[src/rtl/ttfs_pkg.sv]
// Shared types for the TTFS spike recorder: FSM states, register offsets,
// table entry layout and the OBI request/response structs.
package ttfs_pkg;

    typedef enum logic [1:0] {
        IDLE,
        RECORD,
        DONE
    } rec_state_e;

    localparam int unsigned TICK_W_MAX = 16;

    localparam logic [31:0] REG_STATUS     = 32'h00;
    localparam logic [31:0] REG_WINNER     = 32'h04;
    localparam logic [31:0] REG_CTRL       = 32'h08;
    localparam logic [31:0] REG_ENTRY_BASE = 32'h40;

    localparam int unsigned CTRL_CLEAR_BIT   = 0;
    localparam int unsigned CTRL_IRQ_EN_BIT  = 1;
    localparam int unsigned CTRL_IRQ_ACK_BIT = 2;

    // Ticks are held zero-extended to TICK_W_MAX so one layout serves any INPUT_RESO up to 16.
    typedef struct packed {
        logic                  valid;
        logic [TICK_W_MAX-1:0] tick;
    } entry_t;

    typedef struct packed {
        logic        req;
        logic        we;
        logic [3:0]  be;
        logic [31:0] addr;
        logic [31:0] wdata;
    } obi_req_t;

    typedef struct packed {
        logic        gnt;
        logic        rvalid;
        logic [31:0] rdata;
    } obi_rsp_t;

endpackage

[src/rtl/ttfs_first_spike_table.sv]
// Purpose: per-class first-spike tick table, spike counter and running winner.
// Latency: a recorded spike is visible in entries/count/winner one cycle later.
// Backpressure: none; a spike is recorded or dropped in the cycle it arrives.
module ttfs_first_spike_table
    import ttfs_pkg::*;
#(
    parameter int unsigned M          = 8,
    parameter int unsigned INPUT_RESO = 8,
    parameter int unsigned N_OUT      = 16,
    parameter int unsigned OUT_BASE   = 240
) (
    input  logic                        clk,
    input  logic                        rst,
    input  logic                        clr,
    input  logic                        rec_en,
    input  logic                        spike,
    input  logic [M-1:0]                idx,
    input  logic [INPUT_RESO-1:0]       tick,
    input  logic [$clog2(N_OUT)-1:0]    rd_idx,
    output entry_t                      rd_entry,
    output logic [$clog2(N_OUT):0]      spike_count,
    output logic                        last_rec,
    output logic                        winner_valid,
    output logic [$clog2(N_OUT)-1:0]    winner_idx,
    output logic [TICK_W_MAX-1:0]       winner_tick
);

    localparam int unsigned KW = $clog2(N_OUT);

    entry_t                entries [N_OUT];
    logic                  in_win;
    logic [KW-1:0]         k;
    logic                  fire;
    logic [TICK_W_MAX-1:0] tick_ext;

    assign tick_ext = TICK_W_MAX'(tick);
    assign in_win   = (32'(idx) >= OUT_BASE) && (32'(idx) < OUT_BASE + N_OUT);
    assign k        = KW'(32'(idx) - OUT_BASE);
    assign fire     = rec_en && spike && in_win && !entries[k].valid;
    assign last_rec = fire && (spike_count == (KW+1)'(N_OUT - 1));
    assign rd_entry = entries[rd_idx];

    // Ticks never decrease within an inference, so only an equal-tick lower index can displace the winner.
    always_ff @(posedge clk) begin
        if (rst || clr) begin
            for (int i = 0; i < int'(N_OUT); i++) begin
                entries[i] <= '0;
            end
            spike_count  <= '0;
            winner_valid <= 1'b0;
            winner_idx   <= '0;
            winner_tick  <= '0;
        end else if (fire) begin
            entries[k].valid <= 1'b1;
            entries[k].tick  <= tick_ext;
            spike_count      <= spike_count + (KW+1)'(1);
            if (!winner_valid || ((tick_ext == winner_tick) && (k < winner_idx))) begin
                winner_valid <= 1'b1;
                winner_idx   <= k;
                winner_tick  <= tick_ext;
            end
        end
    end

endmodule

[src/rtl/ttfs_spike_recorder.sv]
// Purpose: TTFS result recorder: FSM, first-spike table and OBI register slave.
// Latency: state/winner update one cycle after the event; OBI rvalid one cycle after gnt.
// Backpressure: none; gnt mirrors req every cycle and the spike input is never stalled.
module ttfs_spike_recorder
    import ttfs_pkg::*;
#(
    parameter int unsigned M          = 8,
    parameter int unsigned INPUT_RESO = 8,
    parameter int unsigned N_OUT      = 16,
    parameter int unsigned OUT_BASE   = 240,
    parameter type         req_t      = obi_req_t,
    parameter type         rsp_t      = obi_rsp_t
) (
    input  logic                      CLK,
    input  logic                      RST,
    input  logic                      start_i,
    input  logic                      ODIN_done_i,
    input  logic [INPUT_RESO-1:0]     tick_i,
    input  logic                      neuron_spike_i,
    input  logic [M-1:0]              neuron_idx_i,
    input  req_t                      recorder_slave_req_i,
    output rsp_t                      recorder_slave_resp_o,
    output logic                      winner_valid_o,
    output logic [$clog2(N_OUT)-1:0]  winner_idx_o,
    output logic                      rec_done_o,
    output logic                      irq_o
);

    localparam int unsigned KW = $clog2(N_OUT);

    rec_state_e            state_q, state_d;
    logic                  irq_en_q, irq_pend_q;
    logic                  rvalid_q;
    logic [31:0]           rdata_q, rdata_d;
    logic [31:0]           addr;
    logic                  ctrl_wr, clear_wr, ack_wr, tbl_clr, rec_en;
    logic                  last_rec;
    logic [KW:0]           spike_count;
    logic [KW-1:0]         rd_idx;
    entry_t                rd_entry;
    logic [TICK_W_MAX-1:0] winner_tick;
    logic                  unused_req;

    assign addr     = recorder_slave_req_i.addr;
    assign ctrl_wr  = recorder_slave_req_i.req && recorder_slave_req_i.we && (addr == REG_CTRL);
    assign clear_wr = ctrl_wr && recorder_slave_req_i.wdata[CTRL_CLEAR_BIT];
    assign ack_wr   = ctrl_wr && recorder_slave_req_i.wdata[CTRL_IRQ_ACK_BIT];
    assign tbl_clr  = clear_wr || start_i;
    assign rec_en   = (state_q == RECORD) && !tbl_clr;
    assign rd_idx   = KW'((addr - REG_ENTRY_BASE) >> 2);

    assign unused_req = ^{recorder_slave_req_i.be, recorder_slave_req_i.wdata[31:3], rd_entry.tick};

    ttfs_first_spike_table #(
        .M          (M),
        .INPUT_RESO (INPUT_RESO),
        .N_OUT      (N_OUT),
        .OUT_BASE   (OUT_BASE)
    ) u_table (
        .clk          (CLK),
        .rst          (RST),
        .clr          (tbl_clr),
        .rec_en       (rec_en),
        .spike        (neuron_spike_i),
        .idx          (neuron_idx_i),
        .tick         (tick_i),
        .rd_idx       (rd_idx),
        .rd_entry     (rd_entry),
        .spike_count  (spike_count),
        .last_rec     (last_rec),
        .winner_valid (winner_valid_o),
        .winner_idx   (winner_idx_o),
        .winner_tick  (winner_tick)
    );

    always_ff @(posedge CLK) begin
        if (RST) begin
            state_q <= IDLE;
        end else begin
            state_q <= state_d;
        end
    end

    // A host clear outranks start, which outranks done; a full table exits together with its last record.
    always_comb begin
        state_d = state_q;
        if (clear_wr) begin
            state_d = IDLE;
        end else if (start_i) begin
            state_d = RECORD;
        end else if ((state_q == RECORD) && (ODIN_done_i || last_rec)) begin
            state_d = DONE;
        end
    end

    always_ff @(posedge CLK) begin
        if (RST) begin
            irq_en_q   <= 1'b0;
            irq_pend_q <= 1'b0;
        end else begin
            if (ctrl_wr) begin
                irq_en_q <= recorder_slave_req_i.wdata[CTRL_IRQ_EN_BIT];
            end
            if (tbl_clr) begin
                irq_pend_q <= 1'b0;
            end else if ((state_q != DONE) && (state_d == DONE)) begin
                irq_pend_q <= 1'b1;
            end else if (ack_wr) begin
                irq_pend_q <= 1'b0;
            end
        end
    end

    assign rec_done_o = (state_q == DONE);
    assign irq_o      = rec_done_o && irq_pend_q && irq_en_q;

    always_comb begin
        rdata_d = '0;
        if (recorder_slave_req_i.req && !recorder_slave_req_i.we) begin
            if (addr == REG_STATUS) begin
                rdata_d[0]    = rec_done_o;
                rdata_d[1]    = winner_valid_o;
                rdata_d[2]    = irq_o;
                rdata_d[15:8] = 8'(spike_count);
            end else if (addr == REG_WINNER) begin
                rdata_d[KW-1:0] = winner_idx_o;
                rdata_d[31:16]  = winner_tick;
            end else if (addr == REG_CTRL) begin
                rdata_d[CTRL_IRQ_EN_BIT] = irq_en_q;
            end else if ((addr >= REG_ENTRY_BASE) && (addr < REG_ENTRY_BASE + 4 * N_OUT)
                         && (addr[1:0] == 2'b00)) begin
                rdata_d[31]             = rd_entry.valid;
                rdata_d[INPUT_RESO-1:0] = rd_entry.tick[INPUT_RESO-1:0];
            end
        end
    end

    // rdata samples the table before this cycle's recording lands, so a racing read sees the old entry.
    always_ff @(posedge CLK) begin
        if (RST) begin
            rvalid_q <= 1'b0;
            rdata_q  <= '0;
        end else begin
            rvalid_q <= recorder_slave_req_i.req;
            rdata_q  <= rdata_d;
        end
    end

    always_comb begin
        recorder_slave_resp_o        = '0;
        recorder_slave_resp_o.gnt    = recorder_slave_req_i.req;
        recorder_slave_resp_o.rvalid = rvalid_q;
        recorder_slave_resp_o.rdata  = rdata_q;
    end

endmodule
[config.mk]
export PLATFORM = sky130hd
export DESIGN_NAME = ttfs_spike_recorder
export DESIGN_NICKNAME = d
export VERILOG_FILES = /design/src/rtl/ttfs_pkg.sv /design/src/rtl/ttfs_first_spike_table.sv /design/src/rtl/ttfs_spike_recorder.sv
export SDC_FILE = /design/constraint.sdc
export NUM_CORES = 1
export LEC_CHECK = 0
export CAP_MARGIN = 10
export CORE_AREA = 10 10 159 147
export DETAILED_ROUTE_END_ITERATION = 16
export DIE_AREA = 0 0 169 157
export DONT_BUFFER_PORTS = 1
export GPL_ROUTABILITY_DRIVEN = 0
export HOLD_SLACK_MARGIN = 0.06
export PLACE_DENSITY = 0.59
export SLEW_MARGIN = 20
export SYNTH_ARGS = -nofsm -noshare
export SYNTH_HDL_FRONTEND = slang
export SYNTH_HIERARCHICAL = 1
export SYNTH_SLANG_ARGS = --single-unit
[constraint.sdc]
create_clock -name CLK -period 7.3 [get_ports CLK]
set_input_delay 1.46 -clock CLK [delete_from_list [all_inputs] [get_ports CLK]]
set_output_delay 1.46 -clock CLK [all_outputs]
set_load 0.05 [all_outputs]
== Word-level counts from Yosys, hierarchy flattened ==
Memory sizes are Yosys's and may differ from the RTL's.
Cells that the tools add are included.

* Bitwise gates (word level): 4
* Magnitude comparators: 4
* Equal/unequal tests: 8
* Add/sub/neg operators: 3
* Mux-type cells: 19
* Reductions and logical operators: 36

{| class="wikitable"
|+ Operators with widths
! cell !! count
|-
| 32-bit by 3-bit equality test with 1-bit output (second input constant) || 1
|-
| 32-bit by 4-bit equality test with 1-bit output (second input constant) || 1
|-
| 32-bit by 7-bit greater-or-equal comparator with 1-bit output (second input constant) || 1
|-
| 32-bit logical NOT || 1
|-
| 32-bit by 8-bit < comparator with 1-bit output (second input constant) || 1
|-
| 1-bit logical AND || 17
|-
| 4-bit 2-to-1 mux || 3
|-
| 1-bit 2-to-1 mux || 10
|-
| 9-bit 2-to-1 mux || 1
|-
| 9-bit OR reduction || 1
|-
| 8-bit equality test || 1
|-
| 8-bit greater-or-equal comparator (second input constant) || 1
|-
| 2-bit 2-to-1 mux || 4
|-
| 3-bit OR reduction || 2
|-
| 6-bit OR reduction || 1
|-
| 6-bit by 1-bit subtractor with 6-bit output (second input constant) || 1
|-
| 5-bit by 1-bit adder with 5-bit output (second input constant) || 1
|-
| 5-bit by 4-bit equality test with 1-bit output (second input constant) || 1
|-
| 2-bit equality test (second input constant) || 2
|-
| 1-bit logical NOT || 4
|-
| 1-bit logical OR || 4
|-
| 4-bit < comparator || 1
|-
| 1-bit inverter || 4
|-
| 2-bit OR reduction || 2
|-
| other kinds (8) || 8
|}

* Logic and storage cells: 89
* Output and inout bits: 41
* Bits in registers: 48
* RAM bits: 144
* Bits of input ports: 91
* Memories: 1

{| class="wikitable"
|+ Memory list
! name !! words !! bits a word !! read ports !! clocked after memory_dff !! wr ports !! RTL line !! RTL
|-
| u_table.entries || 16 || 9 || 2 || 0 || 16 || ttfs_first_spike_table.sv:30 || <nowiki>entry_t entries [N_OUT];</nowiki>
|}

== Longest topological paths before layout ==
Gate-level depths: netlist of run 1.

* Word-level depth: 18
* Depth in mapped cells: 12
* Gate-level depth less buffers: 12

== Modules after synthesis ==
The synthesis of run 1 kept the hierarchy.

{| class="wikitable"
|+ By module, submodules not included
! module !! sequential area each (µm²) !! cells each !! instances !! area an instance (µm²)
|-
| ttfs_first_spike_table || 4524.3 || 553 || 1 || 7584.8
|-
| ttfs_spike_recorder || 680.7 || 123 || 1 || 1283.7
|}

== Worst setup path before layout of run 1 ==
Ideal clock, no wire load.

* Path kind: input-to-reg
* Start point: input recorder_slave_req_i[37] (netlist name)
* End point: memory u_table/entries[0][0] (netlist name), enable pin
* Buffers on the path: 3
* Library setup time: 0.357 ns
* Stages on the path: 11
* Data arrival time: 4.065 ns
* Path slack: 2.879 ns
* Required time: 6.943 ns
* Path through: or3_1 > or4_4 > nor4_2 > or2_1 > or2_2 > clkbuf_1 > or3_1 > clkbuf_1 > nand2b_1 > clkbuf_1 > o21ai_0

{| class="wikitable"
|+ RTL lines
! item !! RTL line !! RTL
|-
| from (decl) || ttfs_spike_recorder.sv:21 || <nowiki>input req_t recorder_slave_req_i,</nowiki>
|-
| to (decl) || ttfs_first_spike_table.sv:30 ||
|}

==> results of run 1 <==
-- worst paths after layout --
path / end / slack [ns] / cells past startpoint
max reg2reg: u_table/entries[9][7]$_DFFE_PP_ / 4.20 / 8
min: u_table/entries[7][8]$_SDFFE_PP1P_ / 0.48 / 1
min reg2reg: u_table/entries[7][8]$_SDFFE_PP1P_ / 0.48 / 1
max: u_table/entries[3][2]$_DFFE_PP_ / 2.91 / 10
-- where the power goes --
group          switching [mW]  total, mW  internal, mW
clock network           0.401      0.961         0.561
logic                  0.0498     0.0978        0.0481
registers             0.00966       1.22          1.21
-- layout by cell type (no fill, tap or decap), drive strengths merged, types with 12 or more instances in the layout --
cell type and n:
and3 13, mux4 48, nor2 61, nand2 44, edfxtp 128, a21o 12
buf 18, dfxtp 68, clkbuf 22, mux2i 18, o21ai 24, and2 112
-- sequential cells by signal, summed over array words and instances, names as in the netlist --
register and flops:
u_table/winner_valid 1, rdata_q 29, irq_pend_q 1, u_table/entries 144
u_table/spike_count 5, rvalid_q 1, irq_en_q 1, u_table/winner_idx 4
state_q 2, u_table/winner_tick 8
-- per-layer routing --
| layer | up-vias | share of wire (%) | global-route usage [%] |
|---|---|---|---|
| met5 | - | 0 | 0 |
| met4 | 0 | 1.3 | 4.35 |
| met2 | 240 | 49 | 26.8 |
| met3 | 15 | 10 | 6.08 |
| met1 | 2654 | 39 | 19.6 |
| li1 | 2386 | - | - |
-- stage by stage --
| stage | util (%) | hold slack [ns] | cells |
|---|---|---|---|
| after floorplan | - | 0.436 | 677 |
| after global placement | 44.8 | 0.450 | 906 |
| after detailed placement | 44.8 | 0.466 | 906 |
| after CTS | 47.9 | 0.482 | 938 |
| after global routing | 47.9 | 0.497 | 938 |
| final | 47.9 | 0.480 | 938 |
-- critical path: cells and delay by family --
kind            cells  cell delay [ns]
compound gates      1             0.16
buf+inv             2             0.50
simple gates        7             2.43
-- cell type report --
class                      count  area, µm²  area share, %
sequential                   196       5200           53.7
multi-input combinational    425       3370           34.8
clock buffer                  22        539           5.57
tap                          260        325           3.36
timing repair buffer          18        135           1.40
clock inverter                10       86.3          0.891
inverter                       7       26.3          0.271
==> summary.md, run 1 <==
| Metric | Value |
|---|---|
| Synthesized cell area | `~8800 µm²` |
| Detailed placer's ending HPWL | `15000 µm` |
| CTS tree | `done` |
| Largest net degree at the start of global routing | `58` |
| Place WS | `around 2.6 ns` |
| Antenna cells | `0` |
| Slew Limit Fails | `0` |
| Hold Path Class | `register to register` |
| Cell mode on critical path | `buf_4` |
| Rel. slew slack | `between 30% and 40%` |
| # port buffers | `0` |
| I/O pins | `~130` |
| Critical path launch point | `recorder_slave_req_i[37]` |
| Ratio of cells with drive above 1 in the final layout | `15.9%` |
| Drt drc | `0` |
| Hold Path Origin | `u_table/entries[7][8]$_SDFFE_PP1P_` |
| Maximum VDD drop | `around 0.14 mV` |
| Vias in the first global route | `between 5k and 6k` |
| Critical-path cell list | `or3_1 > or4_4 > nor4_2 > or2_1 > nor2_4 > buf_4 > nand3_1 > nand2b_1 > o21ai_0 > buf_4` |
| Status | `complete, no violations` |
| Worst-margin pin slew | `just under 1 ns` |
| Worst reg2reg startpoint | `state_q[0]$_SDFF_PP0_` |
| Initial Util | `43.6%` |
| Cells after Synth | `between 600 and 700` |
| Minimum clock period | `between 4 and 5 ns` |
| WP data required | `approximately 7.5 ns` |
| CP max stage delay | `around 0.52 ns` |
| Root cell of the clock tree | `clkbuf_16` |
| Post-CTS setup buffer count | `0` |
| Num CTS Buffers | `17` |
| DR WL/cell | `~23 µm` |
| Core Region | `about 20000 µm²` |
| Total number of vias | `between 5k and 6k` |
| Max Cap Violations | `0` |
| # H-tree levels | `4` |
| Finished Cell Area | `between 9000 and 10000 µm²` |
| Antenna Nets Post-Route | `0` |
| Detailed Route WL | `approximately 21000 µm` |
| Final Hold Fails | `0` |
| Die ar. | `26500 µm²` |
| Initial antenna violation count | `0` |
| Fillcell total | `~1.7k` |
| Worst skew pair latency | `approximately 0.43 ns` |
| Post-cts sizing count | `0` |
| Congestion Overflow GR | `0` |
| Die H | `about 160 µm` |
| Fin crit share | `approximately three fifths` |
| Power consumption | `around 2.3 mW` |
| Area grow syn2layout | `9.96%` |
| DP Area | `approximately 9100 µm²` |
| Yosys warning count | `6` |
| # hold bufs at CTS | `0` |
| Clock tree sinks | `around 200` |
| LEAKAGE | `roughly 3.7 nW` |
| Syn avg cell area | `about 13 µm²` |
| Crit Path Class | `input pin to register` |
| DRT Pass-1 Iters | `7` |
| Pwr Density | `between 200 and 250 nW/µm²` |
| First-pass GRT wire length | `32400 µm` |
| Startpoint type of the worst setup path | `input pin` |
| Setup ws final | `just under 3 ns` |
| Critical path endpoint category | `register` |
| Total GRT Usage | `between 10% and 20%` |
| Number of DRC markers in iteration 0 | `555` |
| # setup viols final | `0` |
| Vias per inst | `around 5.6` |
| Setup TNS | `0 ns` |
| Final net count | `~760` |
| Clk_skew | `0.00844 ns` |
| Crit-path max FO | `57` |
| Crit path DAT | `~4.6 ns` |
| Die width | `~170 µm` |
| Critical-path top delay cell | `or4_4` |
| RSZ-0062 raised after global routing | `no` |
| Clk slew on worst S/H paths | `around 0.07 ns` |
| Fmax | `approximately 230 MHz` |
| FP Rows | `50` |
| CTS max path bufs | `2` |
No activity file was read; power rests on OpenSTA's default activity.
==> inputs of run 2 (changes only) <==
==> constraint.sdc (replaced) <==
create_clock -name CLK -period 4.5 [get_ports CLK]
set_input_delay 0.9 -clock CLK [delete_from_list [all_inputs] [get_ports CLK]]
set_output_delay 0.9 -clock CLK [all_outputs]
set_load 0.05 [all_outputs]
==> summary.md, run 2 (synthesis gave the netlist of run 1 again) <==
| Metric | Value |
|---|---|
| Setup ws final | `just under 1 ns` |
| Setup TNS | `0 ns` |
| Die width | `about 170 µm` |
| Cells on worst reg2reg path | `8` |
| Num CTS Buffers | `17` |
| # hold bufs at CTS | `0` |
| Antenna cells | `0` |
| Power consumption | `3.55 mW` |
| Worst skew pair latency | `0.44 ns` |
| Crit path DAT | `~3.9 ns` |
| Most common cell after layout, fill and taps aside | `edfxtp_1` |
| Fmax | `around 280 MHz` |
| Vias per inst | `about 5.5` |
| FP Rows | `50` |
| Switching Power | `795 µW` |
| Number of DRC markers in iteration 0 | `around 500` |
| First-pass GRT wire length | `between 30000 and 40000 µm` |
| DRT Pass-1 Iters | `5` |
| Largest net degree at the start of global routing | `42` |
| Drt drc | `0` |
| Max FFs per register | `around 140` |
| Die ar. | `~27000 µm²` |
| Clock power frac | `40.0%` |
| RSZ-0062 raised after global routing | `no` |
| Reg2reg end | `u_table/entries[11][0]$_DFFE_PP_` |
| Worst reg2reg startpoint | `state_q[1]$_SDFF_PP0_` |
| Total number of vias | `~5.2k` |
| CTS tree | `done` |
| Critical path launch point | `recorder_slave_req_i[37]` |
| Combinational fraction of design power | `between 4 and 5%` |
| Largest Register | `u_table/entries` |
| Final net count | `between 700 and 800` |
| # setup viols final | `0` |
| Commonest non-fill, non-tap cells in the layout | `edfxtp_1 (128), and2_1 (111), dfxtp_1 (68)` |
| R2r setup slk | `between 1 and 1.5 ns` |
| Detailed Route WL | `between 20000 and 25000 µm` |
| Initial antenna violation count | `1` |
| Area grow syn2layout | `9.66%` |
| WHS Path Cells | `1` |
| # port buffers | `0` |
| Die H | `roughly 160 µm` |
| Sequential share of power | `about 56%` |
| Congestion Overflow GR | `0` |
| Slew Limit Fails | `0` |
| Inst Count DP | `about 900` |
| Final core utilization | `47.8%` |
| Post-cts sizing count | `0` |
| Total GRT Usage | `between 10% and 20%` |
| Post-CTS setup buffer count | `0` |
| Root cell of the clock tree | `clkbuf_16` |
| Hold Path Origin | `u_table/entries[10][8]$_SDFFE_PP1P_` |
| Critical path endpoint category | `register` |
| Final Instance Count excl. Fillers | `between 900 and 1k` |
| Hold endpoint | `u_table/entries[10][8]$_SDFFE_PP1P_` |
| Detailed placer's ending HPWL | `15100 µm` |
| DR WL/cell | `about 23 µm` |
| Hold Path Class | `register to register` |
| Max Cap Violations | `0` |
| Rel. slew slack | `a little under a third` |
| Startpoint type of the worst setup path | `input pin` |
| Final Hold Fails | `0` |
| Minimum clock period | `about 3.5 ns` |
| WP data required | `between 4 and 5 ns` |
| Worst-margin pin slew | `a little over 1 ns` |
| CTS max path bufs | `2` |
| Place WS | `between 0.5 and 0.6 ns` |
| Crit-path max FO | `12` |
| Crit Path Class | `input pin to register` |
| Vias in the first global route | `5397` |
| Maximum VDD drop | `between 0.2 and 0.25 mV` |
| Status | `complete, no violations` |
| LEAKAGE | `3.70 nW` |
| Antenna Nets Post-Route | `0` |
| # H-tree levels | `4` |
| Switching Share | `between 20% and 30%` |
| Ratio of cells with drive above 1 in the final layout | `16.8%` |
| Clock tree sinks | `between 150 and 200` |
| Core Region | `about 20000 µm²` |
| Registers with the most flip-flops | `u_table/entries x144, rdata_q x29, u_table/winner_tick x8` |
| Clk_skew | `approximately 0.011 ns` |
| I/O pins | `around 130` |
| Clk slew on worst S/H paths | `roughly 0.07 ns` |
| Cell-internal power | `roughly 2.8 mW` |
| Fin crit share | `78.0%` |
| Initial Util | `43.6%` |
| Pwr Density | `~370 nW/µm²` |
-- run 2: changes by cell type in the layout (fill, tap and decap cells not counted), sizes merged --
cell    previous run  this run
clkinv             6         3
clkbuf            22        17
bufinv             1         0
inv               10        19
buf               18        26
-- run 2: area by class of cell --
class	instances	area (µm²)
clock buffer	17	425
tap	260	325
clock inverter	15	116
fill	1771	10500
multi-input combinational	425	3370
timing repair buffer	26	195
inverter	7	26.3
sequential	196	5200
-- run 2: how the worst max path moves through the flow --
stage	to	slack, ns	cells after the start
floorplan	u_table/entries[0][0]$_DFFE_PP_	0.64	11
global placement	u_table/winner_idx[2]$_SDFFE_PP0P_	0.62	10
detailed placement	u_table/winner_tick[6]$_SDFFE_PP0P_	0.57	10
CTS	u_table/winner_tick[6]$_SDFFE_PP0P_	1.03	10
global route	u_table/entries[11][0]$_DFFE_PP_	0.85	10
finish	u_table/winner_tick[6]$_SDFFE_PP0P_	0.99	10
-- run 2: through the flow --
step / area [µm²] / hold slack, ns
after floorplan: 8840 / 0.436
after global placement: 9120 / 0.449
after detailed placement: 9120 / 0.457
final: 9660 / 0.477
after CTS: 9660 / 0.473
after global routing: 9660 / 0.499
-- run 2: routing by layer --
metal	vias to the layer above	wire [µm]	GRT usage, %
met5	-	0	0
met4	0	388	5.79
met3	28	1890	4.91
met2	202	10200	26.4
met1	2608	8870	19.8
li1	2405	-	-
-- run 2: power by group through the flow --
stage          Clock (mW)  Sequential, mW  Combinational [mW]
2_1_floorplan           0            2.00               0.151
3_3_place_gp            0            2.01               0.157
3_5_place_dp            0            2.01               0.160
4_1_cts              1.45            1.97               0.160
5_1_grt              1.53            1.98               0.169
6_report             1.42            1.97               0.158
-- run 2: critical path, cell delays in order --
cell and delay, ns:
or3_1 0.45, or4_4 0.51, nor4_2 0.32, nor3_1 0.13
and4_1 0.19, nand3_1 0.18, a2111oi_4 0.11, and2_0 0.40
nand2_2 0.39, mux2i_1 0.26
==> inputs of run 3 (changes only) <==
--- a/config.mk
+++ b/config.mk
@@ -12,7 +12,7 @@
 export DONT_BUFFER_PORTS = 1
 export GPL_ROUTABILITY_DRIVEN = 0
 export HOLD_SLACK_MARGIN = 0.06
-export PLACE_DENSITY = 0.59
+export PLACE_DENSITY = 0.61
 export SLEW_MARGIN = 20
 export SYNTH_ARGS = -nofsm -noshare
 export SYNTH_HDL_FRONTEND = slang
==> constraint.sdc (replaced) <==
create_clock -name CLK -period 3.2 [get_ports CLK]
set_input_delay 0.64 -clock CLK [delete_from_list [all_inputs] [get_ports CLK]]
set_output_delay 0.64 -clock CLK [all_outputs]
set_load 0.05 [all_outputs]
==> summary.md, run 3 (synthesis gave the netlist of run 1 again) <==
| Metric | Value |
|---|---|
| Largest Register | `u_table/entries` |
| RSZ-0062 raised after global routing | `no` |
| Rel. slew slack | `around 52%` |
| Crit path DAT | `~3.2 ns` |
| Die ar. | `between 20000 and 30000 µm²` |
| # port buffers | `0` |
| DR WL/cell | `~23 µm` |
| Largest net degree at the start of global routing | `between 40 and 50` |
| Status | `complete, no violations` |
| Max Cap Violations | `0` |
| Die width | `about 170 µm` |
| Registers with the most flip-flops | `u_table/entries x144, rdata_q x29, u_table/winner_tick x8` |
| Root cell of the clock tree | `clkbuf_16` |
| Crit Path Class | `input pin to register` |
| Hold Path Origin | `start_i` |
| Hold endpoint | `state_q[1]$_SDFF_PP0_` |
| CTS max path bufs | `2` |
| Setup TNS | `0 ns` |
| Final core utilization | `between 40% and 50%` |
| Clk slew on worst S/H paths | `around 0.07 ns` |
| First-pass GRT wire length | `approximately 33000 µm` |
| Die H | `between 150 and 200 µm` |
| Final net count | `799` |
| Total GRT Usage | `between 15 and 20%` |
| WP data required | `around 3.6 ns` |
| Final Hold Fails | `0` |
| Worst-margin pin slew | `roughly 0.72 ns` |
| Number of DRC markers in iteration 0 | `around 540` |
| Startpoint type of the worst setup path | `input pin` |
| Commonest non-fill, non-tap cells in the layout | `edfxtp_1 (128), and2_1 (111), dfxtp_1 (68)` |
| Hold WS | `0.276 ns` |
| Detailed placer's ending HPWL | `about 16000 µm` |
| Initial Util | `about 44%` |
| Worst reg2reg startpoint | `state_q[1]$_SDFF_PP0_` |
| Worst skew pair latency | `around 0.44 ns` |
| Fmax | `352 MHz` |
| Total number of vias | `about 5.5k` |
| Hold Path Class | `input pin to register` |
| Clock tree sinks | `approximately 200` |
| Most common cell after layout, fill and taps aside | `edfxtp_1` |
| Post-cts sizing count | `0` |
| R2r setup slk | `~0.49 ns` |
| Ratio of cells with drive above 1 in the final layout | `20.4%` |
| CP max stage delay | `roughly 0.54 ns` |
| Core Region | `between 20000 and 25000 µm²` |
| Fin crit share | `roughly nine tenths` |
| Cells on worst reg2reg path | `8` |
| Critical-path cell list | `or3_4 > or4_4 > nor4_4 > nor3_1 > and4_1 > nand3_1 > a2111oi_4 > buf_4 > and2_0 > nand2_2 > buf_12 > mux2i_1` |
| Antenna cells | `0` |
| # setup viols final | `0` |
| Crit-path max FO | `11` |
| Slew Limit Fails | `0` |
| Vias per inst | `approximately 5.6` |
| Power consumption | `between 5 and 6 mW` |
| Final Instance Count excl. Fillers | `976` |
| DRT Pass-1 Iters | `6` |
| # H-tree levels | `4` |
| Inst Count DP | `approximately 940` |
| FP Rows | `50` |
| # hold bufs at CTS | `0` |
| Area of the multi-input gates | `roughly 3400 µm²` |
| Drt drc | `0` |
| Reg2reg end | `u_table/entries[8][4]$_DFFE_PP_` |
| Detailed Route WL | `between 20000 and 25000 µm` |
| Critical path endpoint category | `register` |
| Vias in the first global route | `between 5k and 6k` |
| Clk_skew | `0.0114 ns` |
| Congestion Overflow GR | `0` |
| Cell family with most CP delay | `simple AND/OR/NAND/NOR gates` |
| Initial antenna violation count | `0` |
| LEAKAGE | `around 3.9 nW` |
| Reg area | `around 5200 µm²` |
| Area grow syn2layout | `13.1%` |
| I/O pins | `132` |
| Num CTS Buffers | `17` |
| Fillcell total | `1718` |
| Minimum clock period | `2.84 ns` |
| Critical-path top delay cell | `or4_4` |
| WHS Path Cells | `1` |
| Post-CTS setup buffer count | `0` |
| Pwr Density | `roughly 510 nW/µm²` |
| CTS tree | `done` |
| Maximum VDD drop | `around 0.30 mV` |
| Antenna Nets Post-Route | `0` |
| Sum of buffers and inverters on the critical path | `2` |
| Max FFs per register | `roughly 140` |
==> run 3: cell count changes in the layout (fill, tap and decap cells not counted), moves of 2 or more <==
cell | previous run | this run
o21ai_2 | 0 | 2
clkinv_4 | 1 | 4
inv_8 | 2 | 0
buf_12 | 0 | 3
buf_4 | 26 | 53
o21ai_0 | 24 | 22
inv_6 | 6 | 2
clkbuf_1 | 0 | 2
==> run 3: final cells by class <==
type,count,share of cell area (%)
tap,260,3.26
multi-input combinational,425,33.9
clock inverter,11,1.18
sequential,196,52.2
clock buffer,21,4.53
timing repair buffer,56,4.60
inverter,7,0.264
==> run 3: worst max path at each step <==
stage | start | endpoint | slack [ns] | depth (start not counted)
after floorplan | recorder_slave_req_i[37] | u_table/entries[1][0]$_DFFE_PP_ | 0.007 | 9
after global placement | recorder_slave_req_i[33] | u_table/entries[10][4]$_DFFE_PP_ | -0.005 | 11
after detailed placement | recorder_slave_req_i[33] | irq_pend_q$_SDFFE_PP0P_ | -0.09 | 13
after CTS | recorder_slave_req_i[33] | irq_pend_q$_SDFFE_PP0P_ | 0.36 | 13
after global routing | recorder_slave_req_i[33] | state_q[0]$_SDFF_PP0_ | 0.21 | 13
final | recorder_slave_req_i[33] | u_table/winner_tick[2]$_SDFFE_PP0P_ | 0.36 | 12
==> run 3: per-layer routing <==
| layer | track usage [%] | wire, µm |
|---|---|---|
| met1 | 20.5 | 9040 |
| met2 | 27.9 | 10900 |
| met3 | 4.69 | 1910 |
| met4 | 6.53 | 472 |
| met5 | 0 | 0 |
==> run 3: report_power, final <==
group	internal (mW)	leakage, nW	total, mW	switching [mW]
registers	2.75	1.97	2.77	0.0227
logic	0.121	1.62	0.242	0.121
clock network	1.14	0.288	2.09	0.946
total	4.02	3.88	5.11	1.09
==> run 3: metrics by stage <==
stage | cell area [µm²] | setup slack [ns]
global placement | 9400 | -0.00485
CTS | 9970 | 0.365
detailed placement | 9400 | -0.0932
floorplan | 8860 | 0.00706
global route | 9970 | 0.213
finish | 9970 | 0.357
